## src/rtl/fc_pkg.sv

```systemverilog
// fc_pkg: shared state encoding and signed range helpers for the FC accumulator
package fc_pkg;
   localparam logic [1:0] IDLE = 2'd0, ACCUM = 2'd1, DONE = 2'd2;
   function automatic longint smax(input int w);
      return (64'sd1 <<< (w - 1)) - 64'sd1;
   endfunction
   function automatic longint smin(input int w);
      return -(64'sd1 <<< (w - 1));
   endfunction
endpackage

```

## src/rtl/fc_sat_adder.sv

```systemverilog
// fc_sat_adder: combinational signed add of a sign-extended product into a clamped accumulator
module fc_sat_adder import fc_pkg::*; #(
   parameter int ACC_W = 16,
   parameter int PW = 10
) (
   input  logic signed [ACC_W-1:0] a,
   input  logic signed [PW-1:0]    b,
   output logic signed [ACC_W-1:0] sum,
   output logic                    satHit
);
   localparam logic signed [ACC_W-1:0] MAXV = ACC_W'(smax(ACC_W));
   localparam logic signed [ACC_W-1:0] MINV = ACC_W'(smin(ACC_W));
   logic [ACC_W:0] wide;
   always_comb begin
      wide = {a[ACC_W-1], a} + {{(ACC_W + 1 - PW){b[PW-1]}}, b};
      // the two top bits disagree only when the true sum left the ACC_W range
      satHit = wide[ACC_W] != wide[ACC_W-1];
      sum = !satHit ? wide[ACC_W-1:0] : wide[ACC_W] ? MINV : MAXV;
   end
endmodule

```

## src/rtl/fc_accumulator.sv

```systemverilog
// fc_accumulator: counts a programmed number of products into a saturating sum and hands it off
module fc_accumulator import fc_pkg::*; #(
   parameter int N = 5,
   parameter int ACC_W = 16,
   parameter int CNT_W = 8
) (
   input  logic                    clk,
   input  logic                    rst_n,
   input  logic                    start,
   input  logic [CNT_W-1:0]        numInputs,
   input  logic                    prodValid,
   input  logic signed [2*N-1:0]   mulResult,
   output logic                    prodReady,
   output logic signed [ACC_W-1:0] accResult,
   output logic                    accValid,
   input  logic                    outReady,
   output logic                    accSat,
   output logic                    busy
);
   logic [1:0] state;
   logic [CNT_W-1:0] count, numLatched;
   logic signed [ACC_W-1:0] sum;
   logic satHit;
   fc_sat_adder #(.ACC_W(ACC_W), .PW(2 * N)) u_add (.a(accResult), .b(mulResult), .sum, .satHit);
   assign prodReady = state == ACCUM;
   assign accValid = state == DONE;
   assign busy = state != IDLE;
   // accResult doubles as the accumulator register, so it is registered by construction
   always_ff @(posedge clk or negedge rst_n)
      if (!rst_n) begin
         state <= IDLE;
         accResult <= '0;
         count <= '0;
         numLatched <= '0;
         accSat <= 1'b0;
      end else
         case (state)
            IDLE: if (start) begin
               numLatched <= numInputs;
               accResult <= '0;
               count <= '0;
               accSat <= 1'b0;
               state <= numInputs != '0 ? ACCUM : DONE;
            end
            ACCUM: if (prodValid) begin
               accResult <= sum;
               accSat <= accSat | satHit;
               count <= count + 1'b1;
               if (count == numLatched - 1'b1) state <= DONE;
            end
            DONE: if (outReady) state <= IDLE;
            default: state <= IDLE;
         endcase
endmodule

```

## config.mk

```make
export PLATFORM = sky130hd
export DESIGN_NAME = fc_accumulator
export DESIGN_NICKNAME = d
export VERILOG_FILES = /design/src/rtl/fc_pkg.sv /design/src/rtl/fc_sat_adder.sv /design/src/rtl/fc_accumulator.sv
export SDC_FILE = /design/constraint.sdc
export NUM_CORES = 1
export LEC_CHECK = 0
export CAP_MARGIN = 20
export CORE_MARGIN = 2
export CORE_UTILIZATION = 55
export DETAILED_ROUTE_END_ITERATION = 8
export GPL_TIMING_DRIVEN = 0
export PLACE_DENSITY_LB_ADDON = 0.05
export SYNTH_ARGS = -nofsm -noshare
export SYNTH_HDL_FRONTEND = slang
export SYNTH_SLANG_ARGS = --single-unit
```

## constraint.sdc

```tcl
create_clock -name clk -period 3.3 [get_ports clk]
set_input_delay 0.66 -clock clk [delete_from_list [all_inputs] [get_ports clk]]
set_output_delay 0.66 -clock clk [all_outputs]
set_load 0.01 [all_outputs]
```

==> impl_results.md, run 1 <==
- Status: completed
- Combinational power share: 67.6%
- Global route overflow: 0
- Worst hold slack: 455 ps
- CTS Sinks: 35
- Ys async rst share: 100%
- Slew @ Worst Pin: 815 ps
- EDFF count, synth: 0
- Clock Latency Late Sink: 290 ps
- Share of layout cells above drive strength 1: 11.3%
- Synth unique cells: 60
- Critical Path Sink Type: flip-flop
- Commonest cells in the netlist: dfrtp_1, nand2_1, a21oi_1, ha_1, nor2_1
- Largest net degree at the start of global routing: 36
- Ys flop type: dfrtp_1
- Fmax: 315 MHz
- Vias in the first global route: 2,427
- Top-Level Pins: 43
- Synth top area cells: dfrtp_1, ha_1, xor2_1
- Fin. max-slew vios: 0
- Power density cells: 1070 nW/um^2
- Die X: 74.7 um
- Final Util: 70.2%
- Critical path startpoint category: input pin
- Kind of critical path: input pin to flip-flop
- Sequential Power Share: 23.6%
- 1st-pass router iterations: 4
- Design Area, Final: 3360 um^2
- Clock skew: 5.03 ps
- Die Y: 74.7 um
- Synth Instances: 296
- Critical Path RT: 3480 ps
- Initial antenna violation count: 0
- Minimum clock period: 3170 ps
- I/O Buffers: 42
- Sw Share: 46.6%
- VDD IR max: 574 uV
- Vias: 2,509
- Pint: 1.93 mW
- Placed Instances: 405
- Seq cells post-synth: 35
- Slew HR: 45.7%
- Overall power: 3.60 mW
- Antenna diodes: 0
- 1st-iter DRT viols: 136
- Area growth syn-to-layout: 22.1%
- ANT nets after route: 0
- Crit path max fanout: 10
- Switch Pwr: 1.68 mW
- Remaining DRCs: 0
- Static leakage: 1.39 nW
- R2R setup slack: 500 ps
- Clk pin slew, worst setup/hold paths: 80 ps
- Setup violators final: 0
- CTS tree: built
- Maximum buffer depth of the clock tree: 2
- Period utilization: 96.2%
- Sequential share of the synthesized area: 31.8%
- Top-area cell type share of the netlist area: 31.8%
- Final hold viol count: 0
- RSZ-0062 raised after global routing: no
- Yosys warning total: 0
- Total Wirelength: 6790 um
- Gr usage total: 26.5%
- Hold Path Class: input pin to async pin
- Avg Inst Size Synth: 9.30 um^2
- Synthesized area: 2750 um^2
- CTS Buf Count: 5
- Clk network pwr share: 8.8%
- First-pass GRT wire length: 11,300 um
- Placed wire-length estimate: 5120 um
- FF-to-FF Start: accResult[0]
- Post-route insts no fill: 413
- Reg2reg path depth: 9
- Yosys top cell by area: dfrtp_1
- Max-cap viol count: 0
- H-tree levels: 2
- CTS Root Cell: clkbuf_8
- Die area: 5580 um^2
- Post-Syn Nets: 338
- Reg-to-reg endpoint: accResult[2]
- Vias per cell: 6.08
- Placed cell area: 3250 um^2
- Initial Utilization: 57.5%
- Routed len/inst: 16.4 um
- Core Rows: 25
- Most common cell in the netlist: dfrtp_1
- GP Congestion: 0.913
- Core Box Area: 4790 um^2
- CP arrival: 3350 ps
- Nets@finish: 387
## worst max-delay path, cell delays in order
cell,delay (ps)
clkdlybuf4s50_1,400
ha_1,250
fa_1,460
a211oi_2,270
o211a_1,250
o21ai_0,140
a21oi_2,260
clkbuf_4,270
o211ai_1,110
a32o_1,260
## final cells by class
type	count	area [um^2]
fillers	392	1430
inverters	9	33.8
multi-input cells	237	1770
clock inverters	3	20.0
clock buffers	5	68.8
repair buffers	42	415
well taps	67	83.8
flip-flops and latches	35	876
plain buffers	15	93.8
## power groups by stage
stage | Combinational (mW) | Clock, mW | Sequential [mW]
after floorplan | 1.71 | 0 | 0.839
after detailed placement | 2.38 | 0 | 0.852
after global routing | 2.71 | 0.338 | 0.875
after CTS | 2.40 | 0.321 | 0.846
final | 2.44 | 0.318 | 0.850
after global placement | 2.33 | 0 | 0.843
## registers in the layout, indices dropped and copies added, names as in the netlist
signal	cells
accResult	16
accSat	1
count	8
numLatched	8
state	2
## worst max-delay path by stage
stage                  from       endpoint  slack, ps  depth (start not counted)
6_report       mulResult[0]   accResult[2]        130                         10
5_1_grt        mulResult[0]  accResult[10]          9                         10
4_1_cts        mulResult[0]   accResult[2]         20                         10
3_5_place_dp   mulResult[0]   accResult[4]       -430                         10
3_3_place_gp   mulResult[0]   accResult[4]       -320                         10
2_1_floorplan  mulResult[0]   accResult[2]        520                          9
## cell usage in the layout, fill, tap and decap left out, types with 3 or more instances in the layout
cell and count:
nand3_1 6, a22o_1 9, o311ai_0 3, nand4_1 5, a21o_1 5, a31oi_1 7
inv_1 9, nand2b_1 3, nor2b_1 4, or3_1 4, mux2_2 7, dfrtp_1 35
xor2_1 12, a21oi_1 19, clkbuf_8 5, nor4_1 3, clkdlybuf4s50_1 41, and2_1 3
o21ai_0 15, a32o_1 6, nor2_1 18, o211ai_2 3, nand2_1 20, clkbuf_1 5
ha_1 18, and3_1 3, xnor2_1 11, nor3_1 4, buf_2 4, o211ai_1 12
## routing by layer
| layer | track usage (%) | share of wire, % | vias up | wire length, um |
|---|---|---|---|---|
| li1 | - | - | 1220 | - |
| met2 | 41.4 | 45 | 83 | 3070 |
| met5 | 0 | 0 | - | 0 |
| met3 | 5.35 | 5.9 | 8 | 399 |
| met4 | 6.55 | 0.93 | 0 | 63 |
| met1 | 38.1 | 48 | 1198 | 3260 |
## timing repair
item                                    4_1_cts  5_1_grt
endpoints found under the setup margin        8       13
hold buffers                                  0        0
buffers inserted                              0        0
endpoints found under the hold margin         0        0
resized for setup                             1        5
pin swaps                                     0        1
## metrics by stage
step / worst slack (ps) / TNS [ps]
global placement: -320 / -3890
global route: 8.64 / 0
detailed placement: -428 / -5480
CTS: 20.3 / 0
finish: 127 / 0
floorplan: 519 / 0
## logic make-up (layout without fill, tap and decap cells)
group,after synthesis,in the layout,synth area share [%]
compound gates,105,105,28.1
xor+xnor,23,23,7.32
fa+ha+maj,19,19,8.91
buf+inv,24,74,4.41
flops,35,35,31.8
mux,7,7,2.87
simple gates,83,83,16.6
(Power assumes the default switching activity.)
==> run 2: changes to the inputs <==
--- a/config.mk
+++ b/config.mk
@@ -10,7 +10,7 @@
 export CORE_UTILIZATION = 55
 export DETAILED_ROUTE_END_ITERATION = 8
 export GPL_TIMING_DRIVEN = 0
-export PLACE_DENSITY_LB_ADDON = 0.05
+export PLACE_DENSITY = 0.81
 export SYNTH_ARGS = -nofsm -noshare
 export SYNTH_HDL_FRONTEND = slang
 export SYNTH_SLANG_ARGS = --single-unit
==> impl_results.md, run 2 (synthesis results as in run 1) <==
- Status: completed
- Area growth syn-to-layout: 22.4%
- Kind of critical path: input pin to flip-flop
- Most common cell after layout, fill and taps aside: clkdlybuf4s50_1
- Sequential Power Share: 23.2% (-0.4 points)
- Critical Path RT: 3480 ps (about the same)
- Critical Path Sink Type: flip-flop
- Crit path max fanout: 10 (unchanged)
- Initial antenna violation count: 0 (unchanged)
- Nets@finish: 387 (unchanged)
- Top Metal Used: met4
- CTS Sinks: 35 (unchanged)
- Gr usage total: 26.6% (+0.090 points)
- Core Box Area: 4790 um^2 (unchanged)
- Biggest register: accResult
- Initial Utilization: 57.5% (unchanged)
- Minimum clock period: 3210 ps (+41.5 ps)
- First-pass GRT wire length: 11,400 um (+0.86%)
- Worst hold slack: 449 ps (-5.63 ps)
- Slew @ Worst Pin: 794 ps (-20.8 ps)
- Post-CTS setup buffer count: 0 (unchanged)
- Die X: 74.7 um (unchanged)
- CTS tree: built
- Total Wirelength: 6840 um (+0.71%)
- Placed Instances: 405 (unchanged)
- Commonest non-fill, non-tap cells in the layout: clkdlybuf4s50_1, dfrtp_1, nand2_1
- CTS Root Cell: clkbuf_8
- Met2 Wirelength: 3170 um (+3.5%)
- Static leakage: 1.41 nW (+1.3%)
- Fmax: 311 MHz (-1.3%)
- Sw Share: 46.4% (-0.13 points)
- Core Rows: 25 (unchanged)
- Setup violators final: 0 (unchanged)
- 1st-pass router iterations: 5 (+1)
- Period utilization: 97.4% (+1.3 points)
- Met3 wire len: 310 um (-22%)
- Vias: 2,528 (+0.76%)
- Global route overflow: 0 (unchanged)
- Clock skew: 6.02 ps (+0.989 ps)
- 1st-iter DRT viols: 97 (-29%)
- Clock Latency Late Sink: 290 ps (about the same)
- Switch Pwr: 1.69 mW (+0.78%)
- Post-route insts no fill: 412 (-0.24%)
- CTS Buf Count: 5 (unchanged)
- FF-to-FF Start: accResult[0]
- I/O Buffers: 42 (unchanged)
- R2R setup slack: 480 ps (-20 ps)
- Routed len/inst: 16.6 um (+0.95%)
- Fillers: 404 (+3.1%)
- Antenna diodes: 0 (unchanged)
- Placed wire-length estimate: 4980 um (-2.7%)
- CP arrival: 3400 ps (+50 ps)
- Fin. max-slew vios: 0 (unchanged)
- Top-Level Pins: 43 (unchanged)
- Met1 WL: 3310 um (+1.4%)
- ANT nets after route: 0 (unchanged)
- Maximum buffer depth of the clock tree: 2 (unchanged)
- Max-cap viol count: 0 (unchanged)
- Hold Path Class: input pin to async pin
- Share of layout cells above drive strength 1: 11.6% (+0.32 points)
- VDD IR max: 548 uV (-4.5%)
- Power density cells: 1080 nW/um^2 (+0.77%)
- GP Congestion: 0.850 (-6.9%)
- Largest net degree at the start of global routing: 36 (unchanged)
- Die Y: 74.7 um (unchanged)
- Largest regs: accResult (16), count (8), numLatched (8)
- Pint: 1.95 mW (+1.3%)
- Reg-to-reg endpoint: accResult[2]
- Combinational power share: 68.2% (+0.6 points)
- Vias in the first global route: 2,390 (-1.5%)
- Remaining DRCs: 0 (unchanged)
- Slew HR: 47.1% (+1.4 points)
- Clk pin slew, worst setup/hold paths: 70 ps (about the same)
- Max reg flops: 16 (unchanged)
- Critical path startpoint category: input pin
- Vias per cell: 6.14 (+1.0%)
- Die area: 5580 um^2 (unchanged)
- Reg2reg path depth: 9 (unchanged)
- Setup TNS: 0 ps (unchanged)
- H-tree levels: 2 (unchanged)
- Final hold viol count: 0 (unchanged)
- Clk network pwr share: 8.6% (-0.2 points)
## run 2: layer usage
metal  GRT usage [%]  up-vias
met2            40.9       73
met1            38.8     1229
met4            6.35        0
li1                -     1222
met5               0        -
met3            5.49        4
## run 2: worst max-delay path: stages
cell,delay (ps)
clkdlybuf4s50_1,410
ha_1,240
fa_1,460
a211oi_2,270
o211a_1,270
o21ai_0,140
a21oi_2,280
clkbuf_4,280
o211ai_1,120
a32o_1,270
## run 2: layout make-up
type | count | area, um^2 | area share (%)
plain buffers | 15 | 93.8 | 2.79
multi-input cells | 237 | 1780 | 52.7
inverters | 9 | 33.8 | 1.00
clock buffers | 6 | 82.6 | 2.45
clock inverters | 1 | 5.00 | 0.149
well taps | 67 | 83.8 | 2.49
repair buffers | 42 | 418 | 12.4
flip-flops and latches | 35 | 876 | 26.0
## run 2: how the worst max path moves through the flow
stage | start | end | slack [ps]
floorplan | mulResult[0] | accResult[2] | 520
global placement | mulResult[0] | accResult[11] | -330
detailed placement | mulResult[0] | accResult[7] | -350
CTS | mulResult[0] | accResult[14] | 8
global route | mulResult[0] | accResult[14] | -40
finish | mulResult[0] | accResult[2] | 90
## run 2: timing repair
| action | in CTS | in global routing |
|---|---|---|
| hold buffers | 0 | 0 |
| pin swaps | 0 | 1 |
| resized for setup | 1 | 8 |
| endpoints found under the setup margin | 6 | 13 |
## run 2: stage by stage
stage / instance area, um^2 / util [%] / setup slack, ps / total power [mW]
finish: 3370 / 70.4 / 85.5 / 3.64
detailed placement: 3250 / 67.9 / -346 / 3.23
CTS: 3340 / 69.8 / 7.55 / 3.58
global route: 3370 / 70.4 / -37.2 / 3.96
floorplan: 2750 / - / 519 / 2.55
global placement: 3260 / 68.0 / -326 / 3.18
## run 2: power by group through the flow
stage / Combinational [mW] / Sequential (mW) / Clock, mW
2_1_floorplan: 1.71 / 0.839 / 0
3_3_place_gp: 2.34 / 0.839 / 0
3_5_place_dp: 2.38 / 0.850 / 0
4_1_cts: 2.42 / 0.843 / 0.318
5_1_grt: 2.75 / 0.872 / 0.336
6_report: 2.48 / 0.844 / 0.314
==> run 3: changes to the inputs <==
--- a/config.mk
+++ b/config.mk
@@ -8,9 +8,11 @@
 export CAP_MARGIN = 20
 export CORE_MARGIN = 2
 export CORE_UTILIZATION = 55
+export CTS_CLUSTER_DIAMETER = 60
 export DETAILED_ROUTE_END_ITERATION = 8
 export GPL_TIMING_DRIVEN = 0
 export PLACE_DENSITY = 0.81
 export SYNTH_ARGS = -nofsm -noshare
 export SYNTH_HDL_FRONTEND = slang
 export SYNTH_SLANG_ARGS = --single-unit
+export TNS_END_PERCENT = 10
==> results of run 3 <==
No change in the layout: final DEF, timing and power equal those of run 2.
